**src/rtl/pipe_chain.sv**
```systemverilog
// pipe_chain: elastic valid/ready register chain with bubble squeeze and flush; define PIPE_ZERO_BUBBLE_EN to zero data in empty stages
module pipe_chain #(
  parameter int WIDTH = 32,
  parameter int DEPTH = 3,
  parameter int CW    = $clog2(DEPTH+1)
) (
  input  logic             clk,
  input  logic             reset,
  input  logic             flush,
  input  logic             in_valid,
  output logic             in_ready,
  input  logic [WIDTH-1:0] in_data,
  output logic             out_valid,
  input  logic             out_ready,
  output logic [WIDTH-1:0] out_data,
  output logic [CW-1:0]    count
);
  logic [DEPTH-1:0] v_q, v_d, en;
  logic [WIDTH-1:0] d_q [DEPTH];
  logic [WIDTH-1:0] d_d [DEPTH];
  logic [CW-1:0]    count_q, count_d;
  logic [DEPTH:0]   src_v;
  logic [WIDTH-1:0] src_d [DEPTH+1];
  logic             acc;
  assign src_v     = {v_q, in_valid};
  assign in_ready  = en[0] & !flush;
  assign out_valid = v_q[DEPTH-1];
  assign out_data  = d_q[DEPTH-1];
  assign count     = count_q;
  // each stage's source: the input for stage 0, the preceding stage otherwise
  always_comb begin
    src_d[0] = in_data;
    for (int i = 0; i < DEPTH; i++) src_d[i+1] = d_q[i];
  end
  // advance enables ripple from exit to entry; an empty stage always accepts
  always_comb begin
    en  = '0;
    acc = out_ready;
    for (int i = DEPTH-1; i >= 0; i--) begin
      acc   = !v_q[i] | acc;
      en[i] = acc;
    end
  end
  // next stage contents and occupancy of the resulting valid vector
  always_comb begin
    v_d     = v_q;
    d_d     = d_q;
    count_d = '0;
    for (int i = 0; i < DEPTH; i++) begin
      v_d[i] = flush ? 1'b0 : en[i] ? src_v[i] : v_q[i];
`ifdef PIPE_ZERO_BUBBLE_EN
      d_d[i] = flush ? '0 : en[i] ? (src_v[i] ? src_d[i] : '0) : d_q[i];
`else
      d_d[i] = (!flush && en[i] && src_v[i]) ? src_d[i] : d_q[i];
`endif
      count_d = count_d + CW'(v_d[i]);
    end
  end
  // stage registers with asynchronous clear of valid, data and count
  always_ff @(posedge clk or negedge reset) begin
    if (!reset) begin
      v_q     <= '0;
      count_q <= '0;
      for (int i = 0; i < DEPTH; i++) d_q[i] <= '0;
    end else begin
      v_q     <= v_d;
      count_q <= count_d;
      for (int i = 0; i < DEPTH; i++) d_q[i] <= d_d[i];
    end
  end
endmodule

```
**config.mk**
```make
export PLATFORM = sky130hd
export DESIGN_NAME = pipe_chain
export DESIGN_NICKNAME = d
export VERILOG_FILES = /design/src/rtl/pipe_chain.sv
export SDC_FILE = /design/constraint.sdc
export NUM_CORES = 1
export LEC_CHECK = 0
export ABC_AREA = 1
export BUFFER_PORTS_ARGS = -buffer_cell sky130_fd_sc_hd__buf_4
export CORE_ASPECT_RATIO = 1.75
export CORE_MARGIN = 10
export CORE_UTILIZATION = 55
export CTS_BUF_LIST = sky130_fd_sc_hd__clkbuf_8
export CTS_CLUSTER_SIZE = 24
export DETAILED_ROUTE_END_ITERATION = 16
export PLACE_DENSITY = 0.78
export SYNTH_ARGS = -nofsm -noshare
export SYNTH_HDL_FRONTEND = slang
export SYNTH_SLANG_ARGS = --single-unit
```
**constraint.sdc**
```tcl
create_clock -name clk -period 2 [get_ports clk]
set_clock_uncertainty 0.05 [all_clocks]
set_input_delay 0 -clock clk [delete_from_list [all_inputs] [get_ports clk]]
set_output_delay 0 -clock clk [all_outputs]
set_load 0.01 [all_outputs]
```
==> run metrics <==
status=complete, no violations; fmax=579.6 MHz; EDFF count, synth=0; total wire length=8628 um; Multi-input gate area=0.001115 mm2; largest net degree at the start of global routing=65; Peak VDD IR=506.4 uV; Vias=3060; max-cap violations=0; via/cell ratio=4.920; sequential fraction of the synthesis area=0.5870; Die Ht=137.0 um; power density over cell area=956.5 mW/mm2; initial core utilization=0.5650; Net Count, Synth=502; RSZ-0062 raised after global routing=false; hold depth=3; share of cells above drive strength 1=0.1816; Hold Fails Final Rpt=0; GPL Wtd Cong=0.8105; end of the worst hold path=d_q[74]; # setup viols final=0; post-synth top area share=0.5870; CTS Buffer Depth=2; total power=0.004961 W; Yosys warnings=0; Setup TNS Final=0 ps; fin nets=567; gr usage total=0.1533; worst path arrival time=1910 ps; Hold Startpoint=in_valid; Worst Setup End Kind=flop; H-tree levels=3; CP required=2180 ps; number of I/O pins=73; fin area=0.005186 mm2; DR iter-0 viols=188; register bit total from synthesis=101; clock root buffer=clkbuf_8; Final Non-Filler Cells=622; Skew-Pair Late Insertion Delay=360 ps; worst reg-to-reg setup slack=370 ps; CTS clock-pin slew for the worst setup and hold paths=90 ps; GR Util met2=0.2445; GRT busiest layer=met2; Area after DPL=0.004611 mm2; DRC=0; synth top area cells=dfrtp_1, nand2_1, o21ai_0; critical path class=in -> reg; Worst Hold Class=in -> reg; Cell variety after synth=19; first drt pass iteration count=4; number of CTS-inserted buffers=9; I/O Buffers=72; period utilization=0.8627; startpoint types=input port; CP max FO=35; Final min period=1725 ps; Worst R2R Start=v_q[1]; first-pass GRT wire length=14740 um; most frequent cells after synthesis=nand2_1, dfrtp_1, inv_1, o21ai_0, buf_4; Register Area=0.002527 mm2; pre-CTS setup slack=390.5 ps; top_reg_cell synth=dfrtp_1; synthesized instance count=464; LEAKAGE=2.710 nW; Avg Cell Area, Syn=9.279 um2; die span in x=86.88 um; worst setup margin=274.5 ps; Least-Margin Pin Slew=594.7 ps; grt ovf=0; top-count cell post-synth=nand2_1; Final Max Tran Viols=0; Synth Cell Area=0.004305 mm2; # placed instances=571; initial antenna violation count=0; row count=42; area grow syn2layout=20.46%; CTS tree=built; core area=0.007620 mm2; CTS Sinks=101; Slew Limit Headroom=0.6035; Fillers=593; dpl hpwl=5832 um; Async S/R FF share, synth=1.000; top cell type by total area after synthesis=dfrtp_1; worst reg2reg path depth=6; worst reg2reg endpoint=d_q[78]; DRT antenna net count=0; ant diodes=0; drt wl/cell=13.87 um; met1 Use GR=0.1929; grt met3 use=0.04881; die area=0.01191 mm2; vias in the first global route=3103
==> layer usage <==
| metal | wire, um | vias up |
|---|---|---|
| met5 | 0 | - |
| met4 | 58 | 0 |
| met3 | 620 | 5 |
| met2 | 4357 | 87 |
| met1 | 3592 | 1423 |
| li1 | - | 1545 |
==> state kept, by name (all words and copies together), names as in the netlist <==
| register | count |
|---|---|
| v_q | 3 |
| count | 2 |
| d_q | 64 |
| out_data | 32 |
==> power by group <==
group | internal (W) | switching, W | total [W]
registers | 0.00240 | 0.000208 | 0.00261
logic | 0.000461 | 0.000470 | 0.000932
clock network | 0.000765 | 0.000657 | 0.00142
==> critical path: stages <==
cell and delay [ps]:
dlygate4sd3_1 540, buf_4 150, inv_2 110, buf_4 360, nand2_1 90, o21ai_0 170, fa_1 490
==> timing repair <==
| item | CTS | global route |
|---|---|---|
| endpoints found under the hold margin | 77 | 0 |
| gates resized for setup | 0 | 0 |
| setup buffers | 0 | 0 |
| endpoints found under the setup margin | 0 | 0 |
| hold buffers | 35 | 0 |
==> stage by stage <==
step | util | hold slack [ps]
after global placement | 0.6051 | -56.62
after detailed placement | 0.6051 | -50.48
after CTS | 0.6806 | 21.96
after global routing | 0.6806 | 36.24
after floorplan | - | -345.6
final | 0.6806 | 41.03
==> layout make-up <==
| class | instances | share of cell area |
|---|---|---|
| Sequential cell | 101 | 0.4873 |
| Multi-Input combinational cell | 237 | 0.2150 |
| Timing Repair Buffer | 112 | 0.1838 |
| Inverter | 68 | 0.04922 |
| Clock buffer | 11 | 0.02919 |
| Tap cell | 88 | 0.02123 |
| Clock inverter | 5 | 0.01423 |
==> cell families (layout without fill, tap and decap cells) <==
group | Yosys count | after routing | share of synthesized area
flip-flops | 101 | 101 | 0.5870
buffers and inverters | 126 | 196 | 0.1540
adder cells (fa/ha/maj) | 1 | 1 | 0.004650
AND/OR/NAND/NOR | 169 | 169 | 0.1764
AO/OA/AOI/OAI | 67 | 67 | 0.07788
==> worst max-delay path by stage <==
stage          startpoint  endpoint  slack, ps  cells past startpoint
5_1_grt             flush  count[0]        130                      7
3_5_place_dp       v_q[1]   d_q[52]        390                      3
6_report            flush  count[0]        270                      7
2_1_floorplan      v_q[2]  count[0]        400                      4
4_1_cts             flush  count[0]        290                      7
3_3_place_gp       v_q[0]   d_q[95]        480                      6
==> placed cells by master (no fill, tap or decap), drive strengths merged <==
master,n
inv,69
nand3,4
dfrtp,101
fa,1
clkinv,2
buf,77
a21oi,1
o21ai,66
clkbuf,11
nand4,33
dlygate4sd3,35
bufinv,2
nand2,132
Note: power is estimated with default switching activity, not from simulation.
